[src/rtl/pixel_storer_pkg.sv]
// Types private to the pixel storer block.
// Load sequencer state encoding.
// No logic.
package pixel_storer_pkg;

    typedef enum logic [2:0] {
        IDLE      = 3'd0,
        FIRST     = 3'd1,
        SECOND    = 3'd2,
        WRITE     = 3'd3,
        INCREMENT = 3'd4,
        FINISH    = 3'd5
    } state_t;

endpackage

[src/rtl/sprite_mem_defs.sv]
// Sprite memory map shared by the pixel storer and the memory reader.
// Holds the MEM_SEL codes and the default word count of each sprite memory.
// Pure constants; no logic.
package sprite_mem_defs;

    localparam logic [2:0] SEL_BG     = 3'd0;
    localparam logic [2:0] SEL_PWR    = 3'd1;
    localparam logic [2:0] SEL_RED    = 3'd2;
    localparam logic [2:0] SEL_GREEN  = 3'd3;
    localparam logic [2:0] SEL_BLUE   = 3'd4;
    localparam logic [2:0] SEL_YELLOW = 3'd5;
    localparam logic [2:0] SEL_WIN    = 3'd6;
    localparam logic [2:0] SEL_LOSE   = 3'd7;

    localparam logic [15:0] BACKGROUND_MAX_ADDR_DEF = 16'h050C;
    localparam logic [15:0] PWR_MAX_ADDR_DEF        = 16'h0004;
    localparam logic [15:0] RED_MAX_ADDR_DEF        = 16'h011A;
    localparam logic [15:0] GREEN_MAX_ADDR_DEF      = 16'h0118;
    localparam logic [15:0] BLUE_MAX_ADDR_DEF       = 16'h0116;
    localparam logic [15:0] YELLOW_MAX_ADDR_DEF     = 16'h0116;
    localparam logic [15:0] WIN_MAX_ADDR_DEF        = 16'h01A0;
    localparam logic [15:0] LOSE_MAX_ADDR_DEF       = 16'h01E0;

endpackage

[src/rtl/pixel_storer_if.sv]
// Pixel stream in and sprite memory write port out of the pixel storer.
// slave = the storer, master = the pixel source / memory side.
// PIXEL_VALID/PIXEL_READY handshake; MEM_CLK is a one-cycle write strobe.
interface pixel_storer_if;

    logic [23:0] PIXEL_IN;
    logic        PIXEL_VALID;
    logic        PIXEL_READY;
    logic        MEM_CLK;
    logic [15:0] MEM_ADDR;
    logic [2:0]  MEM_SEL;
    logic [47:0] DATA_OUT;

    modport slave (
        input  PIXEL_IN, PIXEL_VALID,
        output PIXEL_READY, MEM_CLK, MEM_ADDR, MEM_SEL, DATA_OUT
    );

    modport master (
        output PIXEL_IN, PIXEL_VALID,
        input  PIXEL_READY, MEM_CLK, MEM_ADDR, MEM_SEL, DATA_OUT
    );

endinterface

[src/rtl/pixel_pair_packer.sv]
// Packs two consecutive 24-bit pixels into one 48-bit memory word.
// Latency: each half is registered on the cycle its pixel transfers.
// No backpressure of its own; the sequencer only pulses a load on a transfer.
module pixel_pair_packer (
    input  logic        CLK,
    input  logic        RESET,
    input  logic        LOAD_HI,
    input  logic        LOAD_LO,
    input  logic [23:0] PIXEL_IN,
    output logic [47:0] DATA_OUT
);

    // First pixel of a pair lands in the upper half, second in the lower half.
    always_ff @(posedge CLK) begin
        if (RESET) begin
            DATA_OUT <= '0;
        end else begin
            if (LOAD_HI) DATA_OUT[47:24] <= PIXEL_IN;
            if (LOAD_LO) DATA_OUT[23:0]  <= PIXEL_IN;
        end
    end

endmodule

[src/rtl/pixel_storer.sv]
// Loads one sprite: accepts pixel pairs and writes them as 48-bit words to addresses 0..MAX_ADDR-1.
// Latency: second pixel of a pair at cycle t gives the MEM_CLK write strobe at cycle t+1.
// Backpressure: PIXEL_READY only in FIRST/SECOND; valid gaps simply hold the sequencer.
module pixel_storer
    import sprite_mem_defs::*;
    import pixel_storer_pkg::*;
#(
    parameter logic [15:0] BACKGROUND_MAX_ADDR = BACKGROUND_MAX_ADDR_DEF,
    parameter logic [15:0] PWR_MAX_ADDR        = PWR_MAX_ADDR_DEF,
    parameter logic [15:0] RED_MAX_ADDR        = RED_MAX_ADDR_DEF,
    parameter logic [15:0] GREEN_MAX_ADDR      = GREEN_MAX_ADDR_DEF,
    parameter logic [15:0] BLUE_MAX_ADDR       = BLUE_MAX_ADDR_DEF,
    parameter logic [15:0] YELLOW_MAX_ADDR     = YELLOW_MAX_ADDR_DEF,
    parameter logic [15:0] WIN_MAX_ADDR        = WIN_MAX_ADDR_DEF,
    parameter logic [15:0] LOSE_MAX_ADDR       = LOSE_MAX_ADDR_DEF
) (
    input  logic           CLK,
    input  logic           RESET,
    input  logic           START,
    input  logic [2:0]     SPRITE_SEL,
    pixel_storer_if.slave  bus,
    output logic           BUSY,
    output logic           DONE
);

    state_t      state;
    state_t      next_state;
    logic [15:0] max_addr;
    logic [15:0] addr;
    logic [2:0]  sel;
    logic        xfer;
    logic        load_hi;
    logic        load_lo;

    function automatic logic [15:0] sprite_words(input logic [2:0] s);
        case (s)
            SEL_BG:     sprite_words = BACKGROUND_MAX_ADDR;
            SEL_PWR:    sprite_words = PWR_MAX_ADDR;
            SEL_RED:    sprite_words = RED_MAX_ADDR;
            SEL_GREEN:  sprite_words = GREEN_MAX_ADDR;
            SEL_BLUE:   sprite_words = BLUE_MAX_ADDR;
            SEL_YELLOW: sprite_words = YELLOW_MAX_ADDR;
            SEL_WIN:    sprite_words = WIN_MAX_ADDR;
            default:    sprite_words = LOSE_MAX_ADDR;
        endcase
    endfunction

    assign bus.PIXEL_READY = (state == FIRST) || (state == SECOND);
    assign bus.MEM_CLK     = (state == WRITE);
    assign bus.MEM_ADDR    = addr;
    assign bus.MEM_SEL     = sel;
    assign xfer            = bus.PIXEL_VALID && bus.PIXEL_READY;

    // Sequencer state register.
    always_ff @(posedge CLK) begin
        if (RESET) state <= IDLE;
        else       state <= next_state;
    end

    // Next state and packer load strobes; the last word goes to FINISH without bumping the address.
    always_comb begin
        next_state = state;
        load_hi    = 1'b0;
        load_lo    = 1'b0;
        case (state)
            IDLE:      if (START) next_state = FIRST;
            FIRST:     if (xfer) begin
                           load_hi    = 1'b1;
                           next_state = SECOND;
                       end
            SECOND:    if (xfer) begin
                           load_lo    = 1'b1;
                           next_state = WRITE;
                       end
            WRITE:     next_state = INCREMENT;
            INCREMENT: next_state = (addr == max_addr - 16'd1) ? FINISH : FIRST;
            FINISH:    next_state = IDLE;
            default:   next_state = IDLE;
        endcase
    end

    // Load context, address counter and registered BUSY/DONE.
    always_ff @(posedge CLK) begin
        if (RESET) begin
            sel      <= '0;
            max_addr <= '0;
            addr     <= '0;
            BUSY     <= 1'b0;
            DONE     <= 1'b0;
        end else begin
            if (state == IDLE && START) begin
                sel      <= SPRITE_SEL;
                max_addr <= sprite_words(SPRITE_SEL);
                addr     <= '0;
            end
            if (state == INCREMENT && next_state == FIRST) addr <= addr + 16'd1;
            BUSY <= (next_state != IDLE);
            DONE <= (next_state == FINISH);
        end
    end

    pixel_pair_packer u_packer (
        .CLK      (CLK),
        .RESET    (RESET),
        .LOAD_HI  (load_hi),
        .LOAD_LO  (load_lo),
        .PIXEL_IN (bus.PIXEL_IN),
        .DATA_OUT (bus.DATA_OUT)
    );

endmodule

[src/flat_wrapper.sv]
// flat-port wrapper written by rule: the top's interface ports become plain ports
module pixel_storer_flat import sprite_mem_defs::*; import pixel_storer_pkg::*;
#(
    parameter logic [15:0] BACKGROUND_MAX_ADDR = BACKGROUND_MAX_ADDR_DEF,
    parameter logic [15:0] PWR_MAX_ADDR        = PWR_MAX_ADDR_DEF,
    parameter logic [15:0] RED_MAX_ADDR        = RED_MAX_ADDR_DEF,
    parameter logic [15:0] GREEN_MAX_ADDR      = GREEN_MAX_ADDR_DEF,
    parameter logic [15:0] BLUE_MAX_ADDR       = BLUE_MAX_ADDR_DEF,
    parameter logic [15:0] YELLOW_MAX_ADDR     = YELLOW_MAX_ADDR_DEF,
    parameter logic [15:0] WIN_MAX_ADDR        = WIN_MAX_ADDR_DEF,
    parameter logic [15:0] LOSE_MAX_ADDR       = LOSE_MAX_ADDR_DEF
)
  (CLK, RESET, START, SPRITE_SEL, BUSY, DONE, bus_PIXEL_IN, bus_PIXEL_VALID, bus_PIXEL_READY, bus_MEM_CLK, bus_MEM_ADDR, bus_MEM_SEL, bus_DATA_OUT);
  pixel_storer_if bus_i ();
  input  logic CLK;
  input  logic RESET;
  input  logic START;
  input  logic [2:0] SPRITE_SEL;
  output logic BUSY;
  output logic DONE;
  input wire logic [$bits(bus_i.PIXEL_IN)-1:0] bus_PIXEL_IN;
  input wire logic [$bits(bus_i.PIXEL_VALID)-1:0] bus_PIXEL_VALID;
  output wire logic [$bits(bus_i.PIXEL_READY)-1:0] bus_PIXEL_READY;
  output wire logic [$bits(bus_i.MEM_CLK)-1:0] bus_MEM_CLK;
  output wire logic [$bits(bus_i.MEM_ADDR)-1:0] bus_MEM_ADDR;
  output wire logic [$bits(bus_i.MEM_SEL)-1:0] bus_MEM_SEL;
  output wire logic [$bits(bus_i.DATA_OUT)-1:0] bus_DATA_OUT;
  assign bus_i.PIXEL_IN = bus_PIXEL_IN;
  assign bus_i.PIXEL_VALID = bus_PIXEL_VALID;
  assign bus_PIXEL_READY = bus_i.PIXEL_READY;
  assign bus_MEM_CLK = bus_i.MEM_CLK;
  assign bus_MEM_ADDR = bus_i.MEM_ADDR;
  assign bus_MEM_SEL = bus_i.MEM_SEL;
  assign bus_DATA_OUT = bus_i.DATA_OUT;
  pixel_storer #(.BACKGROUND_MAX_ADDR(BACKGROUND_MAX_ADDR), .PWR_MAX_ADDR(PWR_MAX_ADDR), .RED_MAX_ADDR(RED_MAX_ADDR), .GREEN_MAX_ADDR(GREEN_MAX_ADDR), .BLUE_MAX_ADDR(BLUE_MAX_ADDR), .YELLOW_MAX_ADDR(YELLOW_MAX_ADDR), .WIN_MAX_ADDR(WIN_MAX_ADDR), .LOSE_MAX_ADDR(LOSE_MAX_ADDR)) u_core (.CLK(CLK), .RESET(RESET), .START(START), .SPRITE_SEL(SPRITE_SEL), .bus(bus_i), .BUSY(BUSY), .DONE(DONE));
endmodule
[config.mk]
export PLATFORM = sky130hd
export DESIGN_NAME = pixel_storer_flat
export DESIGN_NICKNAME = d
export VERILOG_FILES = /design/src/rtl/pixel_storer_pkg.sv /design/src/rtl/sprite_mem_defs.sv /design/src/rtl/pixel_storer_if.sv /design/src/rtl/pixel_pair_packer.sv /design/src/rtl/pixel_storer.sv /design/src/flat_wrapper.sv
export SDC_FILE = /design/constraint.sdc
export NUM_CORES = 1
export LEC_CHECK = 0
export ABC_AREA = 1
export BUFFER_PORTS_ARGS = -buffer_cell sky130_fd_sc_hd__buf_4
export CAP_MARGIN = 40
export CELL_PAD_IN_SITES_DETAIL_PLACEMENT = 0
export CELL_PAD_IN_SITES_GLOBAL_PLACEMENT = 1
export CORE_MARGIN = 1
export CORE_UTILIZATION = 37
export DETAILED_ROUTE_END_ITERATION = 12
export GPL_TIMING_DRIVEN = 1
export PLACE_DENSITY = 0.76
export SLEW_MARGIN = 5
export SYNTH_ARGS = -nofsm -noshare
export SYNTH_HDL_FRONTEND = slang
export SYNTH_SLANG_ARGS = --single-unit
[constraint.sdc]
create_clock -name CLK -period 2.76 [get_ports CLK]
set_clock_uncertainty 0.15 [all_clocks]
set_input_delay 0.276 -clock CLK [delete_from_list [all_inputs] [get_ports CLK]]
set_output_delay 0.276 -clock CLK [all_outputs]
set_load 0.03 [all_outputs]
==> metrics.md, run 1 <==
| Metric | Value |
|---|---|
| Result of the run | finished clean |
| Core area | between 9000 and 10000 um^2 |
| Setup TNS | 0 ns |
| Wire length per cell | 14.1 um |
| Ys Warns | 0 |
| Required time of the critical path | just under 3 ns |
| Placed cells | approximately 760 |
| Pre-CTS WS | slightly above 0.4 ns |
| Reg-to-Reg End | u_core.bus.MEM_ADDR[3]$_SDFFE_PP0P_ |
| Ys flop type | dfxtp_1 |
| Yosys top cell area share | 41.6% |
| Async SR Flop Fraction | 0% |
| Seq pwr share | a little over two fifths |
| Sw frac | 29.4% |
| Initial antenna violation count | 0 |
| Io pins | roughly 100 |
| CTS tree | yes |
| RSZ-0062 raised after global routing | no |
| Num CTS Buffers | 9 |
| Detail Placement HPWL | between 7 and 8 mm |
| RR Startpoint | u_core.max_addr[1]$_SDFFE_PP0P_ |
| Post-synth EDFFs | 0 |
| Crit. Startpoint | u_core.max_addr[1]$_SDFFE_PP0P_ |
| Detailed-route DRC error count | 0 |
| Most frequent cell after synthesis | nor2_1 |
| Clock period minus worst slack | ~2.4 ns |
| Rows | 36 |
| Syn Inst Count | approximately 540 |
| Worst hold start | bus_PIXEL_IN[7] |
| Worst-path clk slew | 0.09 ns |
| Top cells by area, synth | dfxtp_1 42%, nor2_1 12%, nand2_1 8.4% |
| First-pass GRT wire length | ~19 mm |
| Final Non-Filler Cells | between 700 and 800 |
| GRT busiest layer | met2 |
| # fillers | slightly below 1000 |
| Port Buffers | slightly above 100 |
| Hold depth | 3 |
| Post-Synthesis Mean Instance Area | around 7.1 um^2 |
| Iteration-0 DRC Markers | roughly 120 |
| Worst hold endpoint | u_core.u_packer.DATA_OUT[31]$_SDFFE_PP0P_ |
| Min-Delay Path Class | in2reg |
| Max_cap viols | 0 |
| Gate power share | between 10% and 20% |
| Reg2Reg Depth | 15 |
| Net Sw Power | around 0.00083 W |
| Vias in the first global route | 3764 |
| # setup viols final | 0 |
| Sequential cell area | approximately 1600 um^2 |
| Leakage | approximately 2.4 nW |
| Nets | 690 |
| H-tree depth | 3 |
| GPL Wtd Cong | a little over 0.8 |
| Post-Syn Nets | 575 |
| Reg-to-reg setup timing slack | around 0.38 ns |
| Fin crit share | 86.1% |
| Final hold viol count | 0 |
| Slew HR | between 50% and 60% |
| CTS sink count | 80 |
| Worst vdd ir | between 200 and 300 uV |
| Die Area | 10800 um^2 |
| Pwr dens | ~550 nW/um^2 |
| DR vias | just under 4000 |
| Crit Path Max Fanout | 17 |
| GRT Overall Usage | a little over a fifth |
| Largest net degree at the start of global routing | 37 |
| Die Y | about 100 um |
| Yosys top cell by area | dfxtp_1 |
| Fmax | around 420 MHz |
| Synthesized area | 3850 um^2 |
| Area delta synth->final | 33.7% |
| Post-synth top cells | 123 x nor2_1, 86 x nand2_1, 80 x dfxtp_1, 56 x o21ai_0, 40 x inv_1 |
| Die width | about 100 um |
| Multi-input logic area | between 1500 and 2000 um^2 |
| Max Root-Sink Buffers | 2 |
| Worst-skew pair later-pin latency | about 0.35 ns |
| Max-slew violations | 0 |
| CP Class | reg2reg |
| P_int | 0.00200 W |
| Met2 Track Usage GR | between 30% and 40% |
| Initial Util | about 39% |
| Sequential element share of the synthesized area | between 40 and 50% |
| GRT Residual Overflow | 0 |
| Post-route ant nets | 0 |
| Global routing usage on met3 | 6.95% |
| Crit start category | flop |
| Share of layout cells above drive strength 1 | about a quarter |
| Slew @ Worst Pin | 0.672 ns |
| Routed vias/inst | slightly below 5 |
| Post-CTS resize count | 0 |
| Routed wire length | about 11 mm |
| GR met1 Demand/Resource | 26.0% |
| Design Power | roughly 0.0028 W |
| Crit end category | flop |
| DRT Pass-1 Iters | 4 |
| Clock root buffer | clkbuf_8 |
| Util after Layout | 51.7% |
| Post-synthesis cell type count | 35 |
| N_diodes | 0 |
| Final worst setup slack | 0.383 ns |
| Post-synthesis register bit count | 80 |
| Clock power share | between 30% and 40% |
| Crit path DAT | around 2.5 ns |
==> logic make-up (layout without fill, tap and decap cells) <==
kind of cell | Yosys count | after routing | share of synthesized area [%]
flops | 80 | 80 | 41.6
fa+ha+maj | 2 | 2 | 0.649
xor+xnor | 11 | 11 | 2.50
buf+inv | 73 | 193 | 7.70
simple gates | 288 | 288 | 34.7
compound gates | 88 | 88 | 12.9
==> what timing repair did <==
item	in CTS	in global routing
hold endpoints to repair	26	0
hold buffers	20	0
buffers inserted	0	0
==> worst max-delay path, cell delays in order (launching register included) <==
cell	delay, ns
dfxtp_1	0.41
inv_1	0.10
ha_1	0.25
nand2_1	0.14
inv_1	0.07
nand3_1	0.07
nand2_1	0.05
nand2_1	0.05
nand2_1	0.05
nor2_1	0.09
nand2_1	0.07
nor2_2	0.15
nand2_4	0.16
nand3_4	0.24
nand3_1	0.11
a21oi_1	0.14
==> how the worst max path moves through the flow <==
stage          cells after the start                              endpoint  slack [ns]
3_3_place_gp                      15   u_core.bus.MEM_ADDR[0]$_SDFFE_PP0P_        0.46
2_1_floorplan                      9  u_core.bus.MEM_ADDR[10]$_SDFFE_PP0P_        0.66
5_1_grt                           15   u_core.bus.MEM_ADDR[3]$_SDFFE_PP0P_        0.13
4_1_cts                           14  u_core.bus.MEM_ADDR[15]$_SDFFE_PP0P_        0.37
6_report                          15   u_core.bus.MEM_ADDR[3]$_SDFFE_PP0P_        0.38
3_5_place_dp                      14  u_core.bus.MEM_ADDR[15]$_SDFFE_PP0P_        0.40
==> sequential cells by signal, summed over array words and instances, names as in the netlist <==
name / count
u_core.BUSY: 1
u_core.max_addr: 8
u_core.bus.MEM_ADDR: 16
u_core.bus.MEM_SEL: 3
u_core.DONE: 1
u_core.state: 3
u_core.u_packer.DATA_OUT: 48
==> layout by cell type, fill, tap and decap left out, types with 9 or more instances in the layout <==
cell type	netlist	final
a21oi_1	14	14
inv_1	40	40
nand3_1	27	27
o21ai_0	56	56
nand3_2	11	11
a21oi_2	9	9
buf_4	0	106
dfxtp_1	80	80
inv_2	9	9
nand2_1	86	86
clkbuf_8	0	12
xor2_1	10	10
nand4_1	16	16
dlygate4sd3_1	0	20
nor2_1	123	123
==> layer usage <==
| layer | vias to the layer above | wire [um] |
|---|---|---|
| li1 | 1986 | - |
| met1 | 1802 | 4920 |
| met2 | 114 | 5280 |
| met3 | 11 | 842 |
| met4 | 0 | 146 |
| met5 | - | 0 |
==> power by group through the flow <==
stage	sequential, W	combinational [W]	clock, W
after floorplan	0.00136	0.000269	0
after global placement	0.00127	0.000538	0
after detailed placement	0.00127	0.000540	0
after CTS	0.00125	0.000564	0.00105
after global routing	0.00126	0.000622	0.00110
final	0.00125	0.000561	0.00103
==> metrics by stage <==
stage	cell area [um^2]	hold WS (ns)
after CTS	5150	0.000946
after floorplan	3850	0.204
final	5150	0.0182
after detailed placement	4710	0.300
after global routing	5150	0.0101
after global placement	4710	0.300
==> cell type report <==
| type | instances | share of cell area (%) |
|---|---|---|
| timing repair buffer | 126 | 19.3 |
| sequential | 80 | 31.1 |
| tap | 133 | 3.23 |
| clock inverter | 4 | 1.43 |
| inverter | 51 | 3.76 |
| multi-input combinational | 389 | 37.9 |
| clock buffer | 12 | 3.21 |
Power figures use the tool's default switching activity.
==> inputs of run 2 (changes only) <==
CTS_CLUSTER_DIAMETER = 120   (was default)
RECOVER_POWER = 50   (was default)
clock period = 2.69 ns   (was 2.76 ns; I/O delays follow)
==> run 2 against run 1 <==
Against the previous run: sequential power barely moved; clock power fell by 10%; die area did not move; first-iteration DRC count fell by 23%; fmax barely moved; largest power group unchanged.
==> metrics.md, run 2 (synthesis results as in run 1) <==
| Metric | Value |
|---|---|
| Result of the run | finished clean (unchanged) |
| Die Area | 10800 um^2 (unchanged) |
| Min-Delay Path Class | in2reg (unchanged) |
| Clock power share | 33.7% (was 36.2%) |
| DRT Pass-1 Iters | 6 (was 4) |
| Wl on met1 | 5.01 mm (was 4.92 mm) |
| Net Sw Power | 0.000883 W (was 0.000834 W) |
| Largest Register | u_core.u_packer.DATA_OUT (unchanged) |
| DR vias | 3902 (was 3913) |
| Clock root buffer | clkbuf_8 (unchanged) |
| Rows | 36 (unchanged) |
| CP max stage cell | dfxtp_1 (unchanged) |
| Routed wire length | 10.9 mm (was 11.2 mm) |
| Vias in the first global route | 3733 (was 3764) |
| Port Buffers | 101 (unchanged) |
| Crit Path Max Fanout | 16 (was 17) |
| Largest net degree at the start of global routing | 41 (was 37) |
| Post-CTS resize count | 0 (unchanged) |
| First-pass GRT wire length | 18.1 mm (was 18.6 mm) |
| GPL Wtd Cong | 0.818 (was 0.815) |
| Worst-path clk slew | 0.09 ns (about the same) |
| Iteration-0 DRC Markers | 90 (was 117) |
| N_diodes | 0 (unchanged) |
| Nets | 697 (was 690) |
| Gate power share | 19.6% (was 19.8%) |
| Final hold viol count | 0 (unchanged) |
| Sw frac | 32.2% (was 29.4%) |
| CP peak stage delay | 0.36 ns (was 0.41 ns) |
| Initial Util | 38.7% (unchanged) |
| Reg2Reg Depth | 15 (unchanged) |
| Core area | 9950 um^2 (unchanged) |
| Crit path DAT | 2.50 ns (was 2.51 ns) |
| Area delta synth->final | 27.5% (was 33.7%) |
| Met3 wire len | 730 um (was 842 um) |
| Io pins | 102 (unchanged) |
| Post-route ant nets | 0 (unchanged) |
| Crit start category | flop (unchanged) |
| Top routing layer in use | met4 (unchanged) |
| CP Class | reg2reg (unchanged) |
| RSZ-0062 raised after global routing | no (unchanged) |
| Worst vdd ir | 266 uV (was 274 uV) |
| H-tree depth | 3 (unchanged) |
| Max reg flops | 48 (unchanged) |
| CTS tree | yes (unchanged) |
| # setup viols final | 0 (unchanged) |
| Fmax | 420 MHz (was 421 MHz) |
| Required time of the critical path | 2.81 ns (was 2.89 ns) |
| Setup TNS | 0 ns (unchanged) |
| Util after Layout | 49.3% (was 51.7%) |
| Initial antenna violation count | 0 (unchanged) |
| Worst-skew pair later-pin latency | 0.35 ns (about the same) |
| Fin crit share | 88.4% (was 86.1%) |
| Seq pwr share | 46.7% (was 44.0%) |
| P_int | 0.00186 W (was 0.00200 W) |
| Commonest cells after routing, fill and taps aside | 123 x nor2_1, 87 x nand2_1, 80 x dfxtp_1 (was 123 x nor2_1, 106 x buf_4, 86 x nand2_1) |
| Most used cell, CP | nand2_1 (unchanged) |
| CTS sink count | 80 (unchanged) |
| Routed vias/inst | 4.87 (was 4.92) |
| Die Y | 104 um (unchanged) |
| Slew @ Worst Pin | 0.979 ns (was 0.672 ns) |
| Detailed-route DRC error count | 0 (unchanged) |
| Most common cell after layout, fill and taps aside | nor2_1 (unchanged) |
| Share of layout cells above drive strength 1 | 15.2% (was 25.5%) |
| Leakage | 2.11 nW (was 2.39 nW) |
| Clock period minus worst slack | 2.38 ns (about the same) |
| GRT Residual Overflow | 0 (unchanged) |
| CP Cell Sequence | inv_1 -> ha_1 -> nand2_1 -> nor2_4 -> nand2_2 -> nand2_1 -> nand2_1 -> nor2_2 -> nand3_2 -> nor2_4 -> nand2_4 -> nand3_4 -> buf_12 -> nand3_1 -> a21oi_1 (was inv_1 -> ha_1 -> nand2_1 -> inv_1 -> nand3_1 -> nand2_1 -> nand2_1 -> nand2_1 -> nor2_1 -> nand2_1 -> nor2_2 -> nand2_4 -> nand3_4 -> nand3_1 -> a21oi_1) |
| Met2 WL | 5.05 mm (was 5.28 mm) |
| Crit end category | flop (unchanged) |
| Slew HR | 34.7% (was 55.1%) |
| Hold depth | 3 (unchanged) |
| GRT Overall Usage | 20.6% (was 21.1%) |
| Max-slew violations | 0 (unchanged) |
| # fillers | 1066 (was 990) |
| Detail Placement HPWL | 7.68 mm (was 7.75 mm) |
| Die width | 104 um (unchanged) |
| Wire length per cell | 13.6 um (was 14.1 um) |
| Pwr dens | 558 nW/um^2 (was 551 nW/um^2) |
| Num CTS Buffers | 9 (unchanged) |
| Max Root-Sink Buffers | 2 (unchanged) |
| Design Power | 0.00274 W (was 0.00284 W) |
| Max_cap viols | 0 (unchanged) |
==> run 2: what timing repair did <==
| item | in CTS | in global routing |
|---|---|---|
| setup endpoints to repair | 0 | 1 |
| hold buffers | 20 | 0 |
| hold endpoints to repair | 29 | 0 |
| buffers inserted | 0 | 4 |
==> run 2: path summary, 6_finish.rpt <==
check	start	to	slack, ns
worst min-delay path	bus_PIXEL_IN[22]	u_core.u_packer.DATA_OUT[46]$_SDFFE_PP0P_	0.01
worst max-delay path	u_core.max_addr[1]$_SDFFE_PP0P_	u_core.bus.MEM_ADDR[13]$_SDFFE_PP0P_	0.31
worst min register to register	u_core.bus.MEM_SEL[1]$_SDFFE_PP0P_	u_core.bus.MEM_SEL[1]$_SDFFE_PP0P_	0.32
worst max register to register	u_core.max_addr[1]$_SDFFE_PP0P_	u_core.bus.MEM_ADDR[13]$_SDFFE_PP0P_	0.31
==> run 2: critical path: cells and delay by family (launching register included) <==
kind	cells	cell delay, ns
AO/OA/AOI/OAI	1	0.13
adder cells (fa/ha/maj)	1	0.22
buffers and inverters	2	0.26
flip-flops	1	0.36
AND/OR/NAND/NOR	11	1.18
==> run 2: final cells by class <==
type,count,area (um^2),share of cell area (%)
inverter,51,194,3.95
tap,133,166,3.39
clock inverter,7,80.1,1.63
clock buffer,9,124,2.52
sequential,80,1600,32.6
multi-input combinational,389,1950,39.7
timing repair buffer,133,795,16.2
==> run 2: per-layer routing <==
metal / vias to the layer above / GRT usage (%)
met5: - / 0
met4: 0 / 5.61
met3: 15 / 5.95
met2: 113 / 35.0
met1: 1765 / 25.3
li1: 2009 / -
==> run 2: power groups by stage <==
stage          logic [W]  clock network, W  registers, W
3_5_place_dp    0.000558                 0       0.00131
2_1_floorplan   0.000276                 0       0.00139
4_1_cts         0.000583          0.000949       0.00128
6_report        0.000538          0.000922       0.00128
5_1_grt         0.000599          0.000995       0.00129
3_3_place_gp    0.000556                 0       0.00131
==> run 2: metrics by stage <==
step	std cells	worst slack, ns	cell area [um^2]	hold WS, ns
5_1_grt	802	0.0495	4910	0.0115
4_1_cts	798	0.311	5140	0.0000746
3_5_place_dp	762	0.344	4730	0.306
3_3_place_gp	762	0.421	4730	0.300
2_1_floorplan	542	0.588	3850	0.197
6_report	802	0.312	4910	0.0142
==> inputs of run 3 (changes only) <==
CELL_PAD_IN_SITES_DETAIL_PLACEMENT = 1   (was 0)
CELL_PAD_IN_SITES_GLOBAL_PLACEMENT = 2   (was 1)
CORE_UTILIZATION = 28   (was 37)
PLACE_DENSITY = 0.74   (was 0.76)
==> run 3 against run 2 <==
Against the previous run: hold slack got worse by 0.0098 ns; via count increased by 0.82%; non-clock buffer count decreased by 13; clock power rose by 42%; total power grew 14%; combinational power is essentially flat; highest routed layer unchanged; final cell count increased by 3.7%; first-iteration DRC count rose by 28%; largest cell class unchanged; die area rose by 31%; global-route usage down 1.2 points; final area up 0.89%.
==> metrics.md, run 3 (synthesis results as in run 1) <==
| Metric | Value |
|---|---|
| Result of the run | finished clean (unchanged) |
| Largest net degree at the start of global routing | 39 (was 41) |
| Routed wire length | 12.9 mm (was 10.9 mm) |
| Die Area | 14200 um^2 (was 10800 um^2) |
| Crit end category | flop (unchanged) |
| Max Root-Sink Buffers | 2 (unchanged) |
| RR Startpoint | u_core.max_addr[1]$_SDFFE_PP0P_ (unchanged) |
| Worst-skew pair later-pin latency | 0.35 ns (about the same) |
| GRT Overall Usage | 19.4% (was 20.6%) |
| Final hold viol count | 0 (unchanged) |
| Core area | 13300 um^2 (was 9950 um^2) |
| Max_cap viols | 0 (unchanged) |
| Seq pwr share | 40.9% (was 46.7%) |
| Required time of the critical path | 2.81 ns (about the same) |
| Max-slew violations | 0 (unchanged) |
| # fillers | 1736 (was 1066) |
| Fmax | 414 MHz (was 420 MHz) |
| RSZ-0062 raised after global routing | no (unchanged) |
| Clock root buffer | clkbuf_16 (was clkbuf_8) |
| Initial antenna violation count | 0 (unchanged) |
| Setup TNS | 0 ns (unchanged) |
| Detail Placement HPWL | 9.40 mm (was 7.68 mm) |
| H-tree depth | 3 (unchanged) |
| Commonest cells after routing, fill and taps aside | 123 x nor2_1, 87 x nand2_1, 79 x dfxtp_1 (was 123 x nor2_1, 87 x nand2_1, 80 x dfxtp_1) |
| Num CTS Buffers | 9 (unchanged) |
| CP Class | reg2reg (unchanged) |
| Reg-to-reg setup timing slack | 0.28 ns (was 0.31 ns) |
| Worst vdd ir | 285 uV (was 266 uV) |
| Final Non-Filler Cells | 832 (was 802) |
| Post-route ant nets | 0 (unchanged) |
| Iteration-0 DRC Markers | 115 (was 90) |
| Pwr dens | 632 nW/um^2 (was 558 nW/um^2) |
| Max reg flops | 48 (unchanged) |
| Crit Path Max Fanout | 16 (unchanged) |
| Die width | 119 um (was 104 um) |
| Detailed-route DRC error count | 0 (unchanged) |
| Reg2Reg Depth | 15 (unchanged) |
| Worst-path clk slew | 0.07 ns (was 0.09 ns) |
| Routed vias/inst | 4.73 (was 4.87) |
| Nets | 684 (was 697) |
| Vias in the first global route | 4304 (was 3733) |
| GPL Wtd Cong | 0.773 (was 0.818) |
| Net Sw Power | 0.000970 W (was 0.000883 W) |
| Io pins | 102 (unchanged) |
| CTS tree | yes (unchanged) |
| Largest Register | u_core.u_packer.DATA_OUT (unchanged) |
| Leakage | 2.11 nW (about the same) |
| Worst hold start | bus_PIXEL_IN[19] (was bus_PIXEL_IN[22]) |
| Placed cells | 808 (was 762) |
| GRT Residual Overflow | 0 (unchanged) |
| Most common cell after layout, fill and taps aside | nor2_1 (unchanged) |
| Design Power | 0.00313 W (was 0.00274 W) |
| Sw frac | 30.9% (was 32.2%) |
| Crit path DAT | 2.54 ns (was 2.50 ns) |
| DR vias | 3934 (was 3902) |
| CTS sink count | 80 (unchanged) |
| N_diodes | 0 (unchanged) |
| Reg-to-Reg End | u_core.bus.MEM_ADDR[3]$_SDFFE_PP0P_ (was u_core.bus.MEM_ADDR[13]$_SDFFE_PP0P_) |
| Share of layout cells above drive strength 1 | 15.9% (was 15.2%) |
| Port Buffers | 101 (unchanged) |
| Clock power share | 41.9% (was 33.7%) |
| Fin crit share | 89.8% (was 88.4%) |
| Die Y | 119 um (was 104 um) |
| Worst hold endpoint | u_core.u_packer.DATA_OUT[43]$_SDFFE_PP0P_ (was u_core.u_packer.DATA_OUT[46]$_SDFFE_PP0P_) |
| Initial Util | 28.9% (was 38.7%) |
| Design Area, Final | 4960 um^2 (was 4910 um^2) |
| Wire length per cell | 15.5 um (was 13.6 um) |
| Slew @ Worst Pin | 1.02 ns (was 0.979 ns) |
| Crit start category | flop (unchanged) |
| Hold depth | 3 (unchanged) |
| Min-Delay Path Class | in2reg (unchanged) |
| # setup viols final | 0 (unchanged) |
| Clock period minus worst slack | 2.41 ns (was 2.38 ns) |
| P_int | 0.00216 W (was 0.00186 W) |
| Post-DP Area | 4810 um^2 (was 4730 um^2) |
| DRT Pass-1 Iters | 4 (was 6) |
| First-pass GRT wire length | 21.8 mm (was 18.1 mm) |
| Rows | 42 (was 36) |
| Area delta synth->final | 28.6% (was 27.5%) |
| Gate power share | 17.2% (was 19.6%) |
| Slew HR | 32.3% (was 34.7%) |
run 3: worst max-delay path by stage:
stage / start / end / slack (ns) / cells past startpoint
2_1_floorplan: u_core.bus.MEM_ADDR[1]$_SDFFE_PP0P_ / u_core.bus.MEM_ADDR[10]$_SDFFE_PP0P_ / 0.59 / 9
3_3_place_gp: u_core.max_addr[1]$_SDFFE_PP0P_ / u_core.bus.MEM_ADDR[14]$_SDFFE_PP0P_ / 0.41 / 14
3_5_place_dp: u_core.max_addr[1]$_SDFFE_PP0P_ / u_core.bus.MEM_ADDR[2]$_SDFFE_PP0P_ / 0.30 / 14
4_1_cts: u_core.max_addr[1]$_SDFFE_PP0P_ / u_core.bus.MEM_ADDR[2]$_SDFFE_PP0P_ / 0.24 / 15
5_1_grt: u_core.max_addr[1]$_SDFFE_PP0P_ / u_core.bus.MEM_ADDR[1]$_SDFFE_PP0P_ / 0.04 / 15
6_report: u_core.max_addr[1]$_SDFFE_PP0P_ / u_core.bus.MEM_ADDR[3]$_SDFFE_PP0P_ / 0.28 / 15
run 3: critical path, cell delays in order, from the launching register on:
cell and delay [ns]:
dfxtp_2 0.35, inv_1 0.10, ha_1 0.23, nand2_1 0.14, nor2_4 0.18, nand2_2 0.08, nand2_1 0.07, nand2_1 0.06
nor2_2 0.11, nand3_2 0.08, nor2_4 0.12, nand2_4 0.15, nand3_4 0.17, buf_12 0.14, nand3_1 0.06, a21oi_1 0.14
run 3: power groups by stage:
stage          logic, W  clock network, W  registers, W
3_5_place_dp   0.000578                 0       0.00131
2_1_floorplan  0.000276                 0       0.00139
6_report       0.000540           0.00131       0.00128
3_3_place_gp   0.000573                 0       0.00131
5_1_grt        0.000605           0.00140       0.00129
4_1_cts        0.000589           0.00135       0.00128
run 3: through the flow:
stage / util [%] / hold WS, ns / worst slack [ns]
after floorplan: - / 0.197 / 0.588
after global placement: 36.0 / 0.303 / 0.415
after detailed placement: 36.0 / 0.311 / 0.297
after CTS: 38.8 / 0.000557 / 0.237
after global routing: 37.1 / 0.00447 / 0.0358
final: 37.1 / 0.00448 / 0.276
run 3: cell type report:
| cell class | instances | area, um^2 | share of cell area [%] |
|---|---|---|---|
| timing repair buffer | 120 | 674 | 13.6 |
| clock buffer | 10 | 239 | 4.82 |
| clock inverter | 6 | 73.8 | 1.49 |
| inverter | 51 | 194 | 3.91 |
| tap | 176 | 220 | 4.44 |
| sequential | 80 | 1600 | 32.3 |
| multi-input combinational | 389 | 1950 | 39.4 |
run 3: repair_timing:
| item | in CTS | in global routing |
|---|---|---|
| endpoints found under the setup margin | 0 | 5 |
| gates resized for setup | 0 | 1 |
| buffers inserted | 0 | 2 |
| hold buffers | 6 | 0 |
| endpoints found under the hold margin | 6 | 0 |
run 3: metal layers:
layer | GRT usage (%) | vias up | part of all wire (%)
li1 | - | 1977 | -
met1 | 22.3 | 1859 | 44
met2 | 33.7 | 85 | 48
met3 | 6.08 | 13 | 6.1
met4 | 6.88 | 0 | 1.5
met5 | 0 | - | 0
